$ cat config.mk
export PLATFORM = sky130hd
export DESIGN_NAME = weight_ram_sequencer
export DESIGN_NICKNAME = d
export VERILOG_FILES = /design/src/rtl/weight_pkg.sv /design/src/rtl/weight_lfsr.sv /design/src/rtl/weight_ram_sequencer.sv
export SDC_FILE = /design/constraint.sdc
export NUM_CORES = 1
export LEC_CHECK = 0
export CAP_MARGIN = 0
export CELL_PAD_IN_SITES_DETAIL_PLACEMENT = 1
export CELL_PAD_IN_SITES_GLOBAL_PLACEMENT = 2
export CORE_MARGIN = 10
export CORE_UTILIZATION = 29
export DETAILED_ROUTE_END_ITERATION = 8
export PLACE_DENSITY_LB_ADDON = 0.1
export SYNTH_ARGS = -nofsm -noshare
export SYNTH_HDL_FRONTEND = slang
export SYNTH_SLANG_ARGS = --single-unit
$ cat constraint.sdc
create_clock -name clock -period 3 [get_ports clock]
set_clock_uncertainty 0.1 [all_clocks]
set_input_delay 0.45 -clock clock [delete_from_list [all_inputs] [get_ports clock]]
set_output_delay 0.45 -clock clock [all_outputs]
set_load 0.01 [all_outputs]
$ cat src/rtl/weight_pkg.sv
// Shared constants, FSM state encoding and weight arithmetic helpers
// for the 30-5-3 network weight RAM sequencer.
package weight_pkg;

    localparam int N_IN         = 30;
    localparam int N_HID        = 5;
    localparam int N_OUT        = 3;
    localparam int WEIGHT_W     = 10;
    localparam int ADDR_W       = 8;
    localparam int N_WEIGHTS    = 165;
    localparam int HID_OUT_BASE = 150;

    typedef enum logic [2:0] {
        IDLE,
        INIT,
        ARB,
        RD_ADDR,
        RD_CAP,
        UPD_ADDR,
        UPD_CAP,
        UPD_WR
    } state_t;

    // Signed add at 11 bits, clamped to the 10-bit range.
    function automatic logic [WEIGHT_W-1:0] sat10(
        input logic [WEIGHT_W-1:0] a,
        input logic [WEIGHT_W-1:0] b
    );
        logic signed [WEIGHT_W:0] s;
        s = $signed({a[WEIGHT_W-1], a}) + $signed({b[WEIGHT_W-1], b});
        if (s > 11'sd511) begin
            return 10'h1FF;
        end else if (s < -11'sd512) begin
            return 10'h200;
        end
        return s[WEIGHT_W-1:0];
    endfunction

    function automatic logic coord_ok(
        input logic       layer,
        input logic [2:0] row,
        input logic [4:0] col
    );
        if (layer) begin
            return (32'(row) < N_OUT) && (32'(col) < N_HID);
        end
        return (32'(row) < N_HID) && (32'(col) < N_IN);
    endfunction

    function automatic logic [ADDR_W-1:0] coord_addr(
        input logic       layer,
        input logic [2:0] row,
        input logic [4:0] col
    );
        if (layer) begin
            return 8'(HID_OUT_BASE) + 8'(row) * 8'(N_HID) + 8'(col);
        end
        return 8'(row) * 8'(N_IN) + 8'(col);
    endfunction

endpackage

$ cat src/rtl/weight_lfsr.sv
// 16-bit Fibonacci LFSR (taps 16,14,13,11) used to seed initial weights.
// load restores the seed, step advances one position.
module weight_lfsr #(
    parameter logic [15:0] SEED = 16'hACE1
) (
    input  logic       clock,
    input  logic       load,
    input  logic       step,
    output logic [9:0] word
);

    logic [15:0] value;
    logic        fb;

    assign fb   = value[0] ^ value[2] ^ value[3] ^ value[5];
    assign word = value[9:0];

    // Seed on load, otherwise shift right with feedback into the MSB.
    always_ff @(posedge clock) begin
        if (load) begin
            value <= SEED;
        end else if (step) begin
            value <= {fb, value[15:1]};
        end
    end

endmodule

$ cat src/rtl/weight_ram_sequencer.sv
// Weight RAM controller: random init, read port, saturating update port.
// Define ARB_RR_EN for round-robin arbitration (default: update first).
module weight_ram_sequencer
    import weight_pkg::*;
#(
    parameter logic [15:0] LFSR_SEED  = 16'hACE1,
    parameter int          INIT_SHIFT = 3
) (
    input  logic       clock,
    input  logic       rst,
    input  logic       init_start,
    output logic       init_busy,
    output logic       init_done,
    input  logic       rd_req,
    input  logic       rd_layer,
    input  logic [2:0] rd_row,
    input  logic [4:0] rd_col,
    output logic       rd_ack,
    output logic [9:0] rd_data,
    output logic       rd_err,
    input  logic       upd_req,
    input  logic       upd_layer,
    input  logic [2:0] upd_row,
    input  logic [4:0] upd_col,
    input  logic [9:0] upd_delta,
    output logic       upd_ack,
    output logic       upd_err,
    output logic [7:0] ram_addr,
    output logic [9:0] ram_d,
    output logic       ram_we,
    input  logic [9:0] ram_q
);

    state_t      state;
    state_t      nxt;
    logic [7:0]  cnt;
    logic        done_q;
    logic        rd_ack_q;
    logic        rd_err_q;
    logic        upd_eack_q;
    logic [9:0]  rd_data_q;
    logic [7:0]  op_addr;
    logic [9:0]  op_delta;
    logic [9:0]  cap_q;
    logic [9:0]  lfsr_word;
    logic signed [9:0] lfsr_s;
    logic [9:0]  init_word;
    logic        rd_legal;
    logic        upd_legal;
    logic [7:0]  rd_addr_c;
    logic [7:0]  upd_addr_c;
    logic        rd_ok;
    logic        upd_ok;
    logic        pick_upd;
    logic        pick_rd;
    logic        init_last;

`ifdef ARB_RR_EN
    logic        last_upd;
`endif

    weight_lfsr #(.SEED(LFSR_SEED)) u_lfsr (
        .clock (clock),
        .load  (rst),
        .step  (state == INIT),
        .word  (lfsr_word)
    );

    assign lfsr_s     = lfsr_word;
    assign init_word  = lfsr_s >>> INIT_SHIFT;
    assign init_last  = (cnt == 8'(N_WEIGHTS - 1));

    assign rd_legal   = coord_ok(rd_layer, rd_row, rd_col);
    assign upd_legal  = coord_ok(upd_layer, upd_row, upd_col);
    assign rd_addr_c  = coord_addr(rd_layer, rd_row, rd_col);
    assign upd_addr_c = coord_addr(upd_layer, upd_row, upd_col);

    // A port whose ack is showing this cycle is not re-granted yet.
    assign rd_ok  = rd_req & ~rd_ack_q;
    assign upd_ok = upd_req & ~upd_eack_q;

`ifdef ARB_RR_EN
    assign pick_upd = upd_ok & (~rd_ok | ~last_upd);
`else
    assign pick_upd = upd_ok;
`endif
    assign pick_rd  = rd_ok & ~pick_upd;

    assign init_busy = (state == INIT);
    assign init_done = done_q;
    assign rd_ack    = rd_ack_q;
    assign rd_err    = rd_err_q;
    assign rd_data   = rd_data_q;
    assign upd_ack   = (state == UPD_WR) | upd_eack_q;
    assign upd_err   = upd_eack_q;

    // State register plus the datapath registers each state loads.
    always_ff @(posedge clock) begin
        if (rst) begin
            state      <= IDLE;
            cnt        <= '0;
            done_q     <= 1'b0;
            rd_ack_q   <= 1'b0;
            rd_err_q   <= 1'b0;
            upd_eack_q <= 1'b0;
            rd_data_q  <= '0;
            op_addr    <= '0;
            op_delta   <= '0;
            cap_q      <= '0;
`ifdef ARB_RR_EN
            last_upd   <= 1'b0;
`endif
        end else begin
            state      <= nxt;
            rd_ack_q   <= 1'b0;
            rd_err_q   <= 1'b0;
            upd_eack_q <= 1'b0;
            unique case (state)
                IDLE: begin
                    if (init_start) begin
                        cnt <= '0;
                    end
                end
                INIT: begin
                    cnt <= cnt + 8'd1;
                    if (init_last) begin
                        done_q <= 1'b1;
                    end
                end
                ARB: begin
                    if (init_start) begin
                        cnt    <= '0;
                        done_q <= 1'b0;
                    end else if (pick_upd) begin
                        op_addr    <= upd_addr_c;
                        op_delta   <= upd_delta;
                        upd_eack_q <= ~upd_legal;
`ifdef ARB_RR_EN
                        last_upd   <= 1'b1;
`endif
                    end else if (pick_rd) begin
                        op_addr  <= rd_addr_c;
                        rd_ack_q <= ~rd_legal;
                        rd_err_q <= ~rd_legal;
`ifdef ARB_RR_EN
                        last_upd <= 1'b0;
`endif
                    end
                end
                RD_ADDR: begin
                end
                RD_CAP: begin
                    rd_data_q <= ram_q;
                    rd_ack_q  <= 1'b1;
                end
                UPD_ADDR: begin
                end
                UPD_CAP: begin
                    cap_q <= ram_q;
                end
                UPD_WR: begin
                end
            endcase
        end
    end

    // Next state and RAM port drive.
    always_comb begin
        nxt      = state;
        ram_addr = '0;
        ram_d    = '0;
        ram_we   = 1'b0;
        unique case (state)
            IDLE: begin
                if (init_start) begin
                    nxt = INIT;
                end
            end
            INIT: begin
                ram_we   = 1'b1;
                ram_addr = cnt;
                ram_d    = init_word;
                if (init_last) begin
                    nxt = ARB;
                end
            end
            ARB: begin
                if (init_start) begin
                    nxt = INIT;
                end else if (pick_upd) begin
                    nxt = upd_legal ? UPD_ADDR : ARB;
                end else if (pick_rd) begin
                    nxt = rd_legal ? RD_ADDR : ARB;
                end
            end
            RD_ADDR: begin
                ram_addr = op_addr;
                nxt      = RD_CAP;
            end
            RD_CAP: begin
                nxt = ARB;
            end
            UPD_ADDR: begin
                ram_addr = op_addr;
                nxt      = UPD_CAP;
            end
            UPD_CAP: begin
                nxt = UPD_WR;
            end
            UPD_WR: begin
                ram_addr = op_addr;
                ram_d    = sat10(cap_q, op_delta);
                ram_we   = 1'b1;
                nxt      = ARB;
            end
        endcase
    end

endmodule
# After elaboration in Yosys (flattened, before gate mapping)
# Cells that the tools add are included.
# totals
register_bits	69
in_bits	43
output_inout_bits	35
elab_cells	117
# classes
addsub	8
n_mul	4
order_cmp	10
eq_ne	13
muxes	38
n_bitwise	14
reduce_logical	19
# ops
operator	n
2-to-1 mux 8 bit	7
adder 8 x 5 -> 8 bit	4
case mux 8 bit (2 select lines)	2
2-to-1 mux 10 bit	3
case mux 3 bit (7 select lines)	1
case mux 10 bit (2 select lines)	1
2-to-1 mux 3 bit	6
adder 8 x 6 -> 8 bit (first input constant)	2
2-to-1 mux 1 bit	16
multiplier 3 x 4 -> 7 bit (second input constant)	2
== test 3 bit (second input constant)	4
multiplier 3 x 3 -> 6 bit (second input constant)	2
AND reduction 3 bit	4
adder 10 x 10 -> 11 bit	1
greater-than comparator 11 x 10 -> 1 bit (second input constant)	1
< comparator 11 x 10 -> 1 bit (second input constant)	1
< comparator 5 x 3 -> 1 bit (second input constant)	2
< comparator 5 bit (second input constant)	2
adder 8 x 1 -> 8 bit (second input constant)	1
== test 8 bit (second input constant)	1
OR reduction 2 bit	4
NOT 1 bit	7
== test 3 x 2 -> 1 bit (second input constant)	2
< comparator 3 x 2 -> 1 bit (second input constant)	2
other kinds (15)	28

# Longest topological paths before layout
# Gate-level depths: netlist of run 1.
# depth
ltp_word	9
depth_mapped	14

# Modules after synthesis
# From an unflattened synthesis of run 1, not the netlist that was laid out.
# hier_totals
cells_unflattened	615
area_unflattened_um2	5119.9
# modules_own_cells
module	instances	cells_each	area_each_um2	seq_area_each_um2
weight_ram_sequencer	1	550	4445.5	1061.0
weight_lfsr	1	65	674.4	320.3

# Worst setup path after synthesis of run 1
# Ideal clock, no wire load.
# synth_path
path_kind	input to register
start	in rd_row[1]
end	reg op_addr[6]
setup_ns	0.136
t_arrival_ns	2.889
required_ns	2.764
setup_slack_ns	-0.126
cell_stages	12
path_cell_list	inv_1 -> fa_1 -> inv_1 -> ha_1 -> fa_1 -> ha_1 -> o21ai_0 -> o21bai_1 -> o211a_1 -> o31a_1 -> o22ai_1 -> a211oi_1
# synth_via
elab_chain_cells	7
elab_cells_between_ends	9
classes_between	add/sub: 3; mul: 2; mux: 4
# synth_lines
item	line_no	text
start: declaration	weight_ram_sequencer.sv:16	input logic [2:0] rd_row,
multiplier 3 x 3 -> 6 bit	weight_pkg.sv:56	return 8'(HID_OUT_BASE) + 8'(row) * 8'(N_HID) + 8'(col);
adder 8 x 6 -> 8 bit	weight_pkg.sv:56	
adder 8 x 5 -> 8 bit	weight_pkg.sv:56	
2-to-1 mux 8 bit	weight_pkg.sv:55	if (layer) begin
2-to-1 mux 8 bit (*)	weight_pkg.sv:58	return 8'(row) * 8'(N_IN) + 8'(col);
2-to-1 mux 8 bit (*)	weight_ram_sequencer.sv:141	end else if (pick_rd) begin
2-to-1 mux 8 bit (*)	weight_ram_sequencer.sv:134	end else if (pick_upd) begin
end signal: assignment	weight_ram_sequencer.sv:135	op_addr <= upd_addr_c;
end signal: assignment	weight_ram_sequencer.sv:142	op_addr <= rd_addr_c;
end: declaration	weight_ram_sequencer.sv:42	logic [7:0] op_addr;
# Every way passes the cells marked *; elsewhere a longest branch is shown, timed or not. The select of a mux whose other input is x is not followed.
# A chain may end at the register's enable or synchronous reset.

# Worst setup path in the final report of run 1
# layout_path
start	reg cap_q[0]
end	out ram_d[2]
# layout_via
elab_chain_cells	7
elab_cells_between_ends	9
classes_between	add/sub: 1; order compare: 2; mux: 6
# layout_lines
item	line_no	text
start: declaration	weight_ram_sequencer.sv:44	logic [9:0] cap_q;
start signal: assignment	weight_ram_sequencer.sv:159	cap_q <= ram_q;
adder 10 x 10 -> 11 bit (*)	weight_pkg.sv:30	s = $signed({a[WEIGHT_W-1], a}) + $signed({b[WEIGHT_W-1], b});
< comparator 11 x 10 -> 1 bit	weight_pkg.sv:33	end else if (s < -11'sd512) begin
2-to-1 mux 1 bit	weight_pkg.sv:33	
2-to-1 mux 1 bit	weight_pkg.sv:31	if (s > 11'sd511) begin
2-to-1 mux 1 bit	weight_ram_sequencer.sv:173	unique case (state)
2-to-1 mux 10 bit (*)	weight_pkg.sv:36	return s[WEIGHT_W-1:0];
case mux 10 bit (2 select lines) (*)	weight_ram_sequencer.sv:173	
end: declaration	weight_ram_sequencer.sv:29	output logic [9:0] ram_d,
# Marked as above.

==> results by group, run 1 <==
Outcome
  – Status: complete, but fails checks
  – Failing checks: setup timing

Synthesis
  – Top-area cell type share of the netlist area: 27.3%
  – Netlist cell types: a little over 60
  – Synthesized instance count: 636
  – Flip-flop and latch count after synthesis: slightly below 70
  – Synth top area cells: dfxtp_1, ha_1, nand2_1, fa_1, a21oi_1
  – Area leader, netlist: dfxtp_1
  – EDFF count, synth: 0
  – Main flop type after synthesis: dfxtp_1
  – Mean Syn Cell Area: 7.95 sq um
  – Sequential share of the synthesized area: 27.3%
  – Synth warn: 0
  – Syn nets: around 750
  – Synthesized cell area: slightly above 5000 sq um
  – Async SR Flop Fraction: 0%

Clock tree
  – Clk slew on worst S/H paths: ~0.060 ns
  – CTS tree: built
  – CTS buffer count: 9
  – TritonCTS sink count: between 60 and 70
  – Root Driver: clkbuf_16
  – Clock Latency Late Sink: 0.33 ns
  – Hold_buf cts: 0
  – Clock Tree Buf Depth: 2
  – H-tree depth: 3

Timing
  – Final Max Slew Viols: 0
  – Final setup viols: 9
  – Hold Slack: around 0.36 ns
  – Max-slew headroom: about 55%
  – Setup ws final: -0.141 ns
  – Fmax: roughly 0.32 GHz
  – RSZ-0062 raised after global routing: true
  – Final setup TNS: -0.860 ns
  – Final Cycle Share: 105%
  – Final number of hold-violating endpoints: 0
  – Fin crit period: 3.14 ns
  – Worst-margin pin slew: around 0.68 ns

Detailed routing
  – Highest routed layer: met4
  – DR iter-0 viols: around 140
  – DRT met1 WL: roughly 7.4 mm
  – Drt first pass iters: 4
  – Vias/cell: about 4.9
  – Vias: just under 5000
  – DRT Wirelength: 16.9 mm
  – DR WL met3: 371 microns
  – Met2 routed wirelength: 8.73 mm
  – Drt drc: 0
  – DRT antenna net count: 0
  – Avg WL per Cell: 16.6 microns

Final layout
  – Final core utilization: approximately two fifths
  – Post-layout nets: about 900
  – Most frequent cells in the layout: nand2_1, buf_4, a21oi_1, dfxtp_1, clkdlybuf4s50_1
  – Register Area: roughly 1400 sq um
  – Commonest non-fill, non-tap cell in the layout: nand2_1
  – P&R area growth vs syn: 41.4%
  – Share of cells above drive strength 1: 22.2%
  – Layout fillers: 2070
  – Diode count: 0
  – Area of the multi-input gates: around 3600 sq um
  – Final Non-Filler Cells: 1017

Hold path
  – Hold Path End: rd_data[6]
  – Worst hold path class: flip-flop to flip-flop
  – Hold Path Cell Cnt: 2
  – Hold_sp: rd_data[6]

Setup path
  – Critical Path Start Type: flip-flop
  – CP Data Required Time: between 2 and 2.5 ns
  – R2R cell count: 7
  – Worst setup EP type: primary output
  – Launch point of the worst reg-to-reg path: state[1]
  – WP data arrival: approximately 2.6 ns
  – FF-to-FF End: op_addr[6]
  – R2R Setup Slk: between 0.7 and 0.8 ns
  – Crit Path Category: flip-flop to primary output
  – Worst Path Max Fanout: 3

Floorplan
  – Die width: 152 microns
  – Ports: between 70 and 80
  – Initial Util: 29.4%
  – DIE AREA: between 20000 and 25000 sq um
  – Die height: roughly 150 microns
  – Cell Rows: 48
  – Core ar.: approximately 17000 sq um

Placed design
  – Dpl ws: -0.754 ns
  – Inst Count DP: about 980
  – Port Buf Inserts: 77
  – DP HPWL: approximately 13 mm
  – Placer Congestion: between 0.7 and 0.8

Global routing
  – Initial antenna violation count: 0
  – Vias in the first global route: 5495
  – First-pass GRT wire length: 27.9 mm
  – Total track usage: 14.3%
  – Largest net degree at the start of global routing: 37
  – Grt total ovfl: 0

Power
  – Sw Ratio: 29.6%
  – Clock share of power: around 36%
  – Comb pwr share: between 30% and 40%
  – Pleak: between 0.002 and 0.003 uW
  – Sw power: around 860 uW
  – Internal: 2050 uW
  – Sequential share of power: 33.3%
  – VDD IR max: between 0.2 and 0.25 mV
  – PwrDens: between 400 and 500 nW/um^2

Flow run
  – Max cap viols: 0
-- routing by layer --
| layer | GRT usage, % | up-vias |
|---|---|---|
| met4 | 4.26 | 0 |
| met1 | 16.4 | 2375 |
| li1 | - | 2500 |
| met5 | 0 | - |
| met2 | 26.5 | 55 |
| met3 | 2.23 | 17 |
-- sequential cells by signal, summed over array words and instances, names as in the netlist --
register	count
u_lfsr.value	16
state	3
rd_data	10
init_done	1
op_delta	10
rd_ack	1
rd_err	1
upd_err	1
op_addr	8
cnt	8
cap_q	10
-- synthesized netlist by cell type (3+ instances only) --
library cell,number
a211oi_1,15
a21boi_0,9
a21o_1,8
a21oi_1,70
a31oi_1,3
buf_2,7
clkbuf_1,17
dfxtp_1,69
fa_1,19
ha_1,49
inv_1,38
mux2i_1,4
nand2_1,119
nand2b_1,10
nand3_1,8
nand3b_1,10
nand4_1,5
nor2_1,42
nor2b_1,10
nor3_1,5
o211ai_1,3
o21ai_0,20
o21ai_1,9
o22ai_1,3
o31ai_1,3
or2_2,3
or3_1,5
xnor2_1,18
xor2_1,11
-- what timing repair did --
action	4_1_cts	5_1_grt
gates cloned	1	0
resized for setup	90	26
setup buffers	15	2
setup endpoints to repair	15	13
pin swaps	28	25
-- critical path, stage by stage (launching register included) --
cell and delay (ns):
dfxtp_4 0.35, ha_4 0.16, fa_2 0.38, a21oi_4 0.19, o211ai_2 0.13, buf_4 0.16
a22oi_2 0.18, xnor2_2 0.14, buf_4 0.15, buf_6 0.11, nor2_4 0.04, o21ai_2 0.13
buf_2 0.15
-- power by group through the flow --
stage	sequential (uW)	combinational, uW	clock, uW
6_report	971	883	1060
5_1_grt	975	997	1130
4_1_cts	972	882	1090
3_5_place_dp	992	838	0
3_3_place_gp	989	812	0
2_1_floorplan	986	478	0
-- how the worst max path moves through the flow --
stage,start,end
2_1_floorplan,rd_row[1],op_addr[6]
3_3_place_gp,rd_row[0],op_addr[6]
3_5_place_dp,rd_row[0],op_addr[6]
4_1_cts,cap_q[0],ram_d[2]
5_1_grt,cap_q[0],ram_d[2]
6_report,cap_q[0],ram_d[2]
-- layout make-up --
| cell class | count | share of cell area (%) |
|---|---|---|
| inverter | 38 | 2.05 |
| sequential | 69 | 19.4 |
| clock inverter | 4 | 0.665 |
| tap | 225 | 3.94 |
| multi-input combinational | 500 | 51.0 |
| timing repair buffer | 169 | 19.4 |
| clock buffer | 12 | 3.45 |
-- stage by stage --
stage,cell area [sq um],total power (uW)
after floorplan,5070,1460
after global placement,6540,1800
after detailed placement,6540,1830
after global routing,7150,3100
after CTS,7070,2940
final,7150,2910
-- cells by family after synthesis --
logic type	after synthesis	synth area share, %
XOR/XNOR	29	5.02
buffers and inverters	67	5.44
AO/OA/AOI/OAI	168	20.7
adder cells (fa/ha/maj)	68	19.6
flip-flops	69	27.3
multiplexers	4	0.792
AND/OR/NAND/NOR	231	21.1
Power figures use the tool's default switching activity.
==> run 2, diff against run 1 <==
--- a/config.mk
+++ b/config.mk
@@ -9,9 +9,11 @@
 export CELL_PAD_IN_SITES_DETAIL_PLACEMENT = 1
 export CELL_PAD_IN_SITES_GLOBAL_PLACEMENT = 2
 export CORE_MARGIN = 10
-export CORE_UTILIZATION = 29
+export CORE_UTILIZATION = 30
+export CTS_BUF_LIST = sky130_fd_sc_hd__clkbuf_4
 export DETAILED_ROUTE_END_ITERATION = 8
 export PLACE_DENSITY_LB_ADDON = 0.1
+export SLEW_MARGIN = 0
 export SYNTH_ARGS = -nofsm -noshare
 export SYNTH_HDL_FRONTEND = slang
 export SYNTH_SLANG_ARGS = --single-unit
==> results by group, run 2 (synthesis results as in run 1) <==
Setup path
  – Crit Path Category: flip-flop to primary output
  – R2R Setup Slk: 0.81 ns (+0.06 ns)
  – Worst setup EP type: primary output
  – Critical Path Start Type: flip-flop
  – WP data arrival: 2.53 ns (-0.06 ns)
  – Worst Path Max Fanout: 3 (unchanged)
  – R2R cell count: 7 (unchanged)
  – CP Data Required Time: 2.45 ns (about the same)
  – FF-to-FF End: op_addr[6]
  – Launch point of the worst reg-to-reg path: state[1]

Power
  – VDD IR max: 0.152 mV (-26%)
  – Comb pwr share: 34.8% (+4.5 points)
  – Clock share of power: 26.5% (-9.9 points)
  – Pwr Total: 2510 uW (-14%)
  – Sw Ratio: 34.5% (+4.9 points)
  – Sw power: 865 uW (+0.31%)
  – Pleak: 0.00280 uW (-3.9%)
  – Sequential share of power: 38.7% (+5.4 points)
  – Internal: 1640 uW (-20%)
  – PwrDens: 358 nW/um^2 (-12%)

Global routing
  – Total track usage: 14.8% (+0.53 points)
  – First-pass GRT wire length: 27.1 mm (-2.8%)
  – Initial antenna violation count: 1 (+1)
  – Vias in the first global route: 5351 (-2.6%)
  – Largest net degree at the start of global routing: 39 (+5.4%)
  – Grt total ovfl: 0 (unchanged)

Final layout
  – Share of cells above drive strength 1: 23.2% (+0.98 points)
  – P&R area growth vs syn: 38.5%
  – Most flops, register: u_lfsr.value
  – Most frequent cells in the layout: nand2_1, buf_4, a21oi_1, clkdlybuf4s50_1, dfxtp_1
  – Number of flip-flops in the largest register: 16 (unchanged)
  – Post-layout nets: 886 (-1.3%)
  – Commonest non-fill, non-tap cell in the layout: nand2_1
  – Fin area: 7000 sq um (-2.1%)
  – Layout fillers: 1988 (-4.0%)
  – Final Non-Filler Cells: 1001 (-1.6%)

Outcome
  – Failing checks: setup timing
  – Status: complete, but fails checks

Placed design
  – Placer Congestion: 0.838 (+5.9%)
  – Port Buf Inserts: 77 (unchanged)
  – Dpl ws: -0.846 ns (-0.0923 ns)
  – Inst Count DP: 976 (-0.71%)
  – DP HPWL: 13.3 mm (-0.82%)
  – Placed Instance Area: 6520 sq um (-0.33%)

Floorplan
  – Die width: 150 microns (-1.5%)
  – Initial Util: 30.6% (+1.2 points)
  – DIE AREA: 22500 sq um (-2.9%)
  – Die height: 150 microns (-1.5%)
  – Core ar.: 16500 sq um (-3.8%)
  – Ports: 78 (unchanged)
  – Cell Rows: 47 (-2.1%)

Timing
  – Worst-margin pin slew: 0.721 ns (+0.0419 ns)
  – Final number of hold-violating endpoints: 0 (unchanged)
  – Final Max Slew Viols: 0 (unchanged)
  – Fin crit period: 3.08 ns (-0.0618 ns)
  – Final setup viols: 9 (unchanged)
  – RSZ-0062 raised after global routing: true
  – Final Cycle Share: 103% (-2.1 points)
  – Fmax: 0.325 GHz (+2.0%)
  – Max-slew headroom: 51.9% (-2.8 points)
  – Setup ws final: -0.0795 ns (+0.0618 ns)
  – Final setup TNS: -0.375 ns (+0.485 ns)

Detailed routing
  – DRT Wirelength: 16.8 mm (-0.60%)
  – Vias: 4975 (+0.57%)
  – Drt first pass iters: 6 (+2)
  – Vias/cell: 4.97 (+2.2%)
  – Avg WL per Cell: 16.7 microns (+0.99%)
  – DR iter-0 viols: 156 (+16%)
  – DRT antenna net count: 0 (unchanged)
  – Drt drc: 0 (unchanged)

Clock tree
  – Clock Latency Late Sink: 0.45 ns (+0.12 ns)
  – Clk slew on worst S/H paths: 0.12 ns (+0.06 ns)
  – Root Driver: clkbuf_4
  – Clock Tree Buf Depth: 2 (unchanged)
  – CTS tree: built
  – TritonCTS sink count: 69 (unchanged)
  – Hold_buf cts: 0 (unchanged)
  – CTS buffer count: 9 (unchanged)
  – H-tree depth: 3 (unchanged)

Flow run
  – Max cap viols: 0 (unchanged)

Hold path
  – Hold_sp: rd_data[0]
  – Hold Path Cell Cnt: 2 (unchanged)
  – Worst hold path class: flip-flop to flip-flop
  – Hold Path End: rd_data[0]
==> run 2: worst max path at each step <==
stage,to,start,cells after the start,slack [ns]
CTS,ram_d[8],cap_q[0],10,-0.10
detailed placement,op_addr[6],rd_row[0],13,-0.85
global placement,op_addr[6],rd_row[0],13,-0.69
global route,ram_d[8],cap_q[0],10,-0.24
floorplan,op_addr[6],rd_row[1],12,-0.13
finish,ram_d[8],cap_q[0],10,-0.08
==> run 2: metrics by stage <==
stage                     util, %  hold slack [ns]
after floorplan                 -            0.328
after global placement       39.4            0.343
after detailed placement     39.4            0.350
after CTS                    41.8            0.368
after global routing         42.4            0.386
final                        42.4            0.365
==> run 2: area by class of cell <==
cell class / count / area [sq um] / share of cell area, %
clock buffer: 9 / 67.6 / 0.965
sequential: 69 / 1400 / 19.9
inverter: 38 / 146 / 2.09
multi-input combinational: 501 / 3730 / 53.3
timing repair buffer: 156 / 1300 / 18.6
clock inverter: 7 / 80.1 / 1.14
antenna: 1 / 2.50 / 0.0357
tap: 220 / 275 / 3.93
==> run 2: timing repair <==
action,in CTS,in global routing
buffers inserted,5,1
cloned,2,0
gates resized for setup,93,31
pin swaps,33,15
endpoints found under the setup margin,14,14
==> run 2: power groups by stage <==
stage / Clock [uW] / Sequential, uW / Combinational (uW)
floorplan: 0 / 986 / 478
global placement: 0 / 989 / 813
detailed placement: 0 / 991 / 842
finish: 663 / 970 / 873
CTS: 681 / 971 / 871
global route: 720 / 975 / 985
==> run 2: metal layers <==
| layer | vias to the layer above | GRT usage, % | part of all wire, % |
|---|---|---|---|
| met5 | - | 0 | 0 |
| met4 | 0 | 3.55 | 1.1 |
| met3 | 14 | 2.99 | 3.1 |
| met2 | 63 | 26.6 | 51 |
| met1 | 2420 | 17.6 | 45 |
| li1 | 2478 | - | - |
==> run 2: worst max-delay path: stages, from the launching register on <==
cell      delay (ns)
dfxtp_2         0.36
ha_4            0.16
fa_2            0.38
a21oi_2         0.17
o211ai_2        0.14
buf_4           0.17
o41ai_4         0.21
xnor2_1         0.17
nor2_1          0.06
o21ai_1         0.11
buf_2           0.15
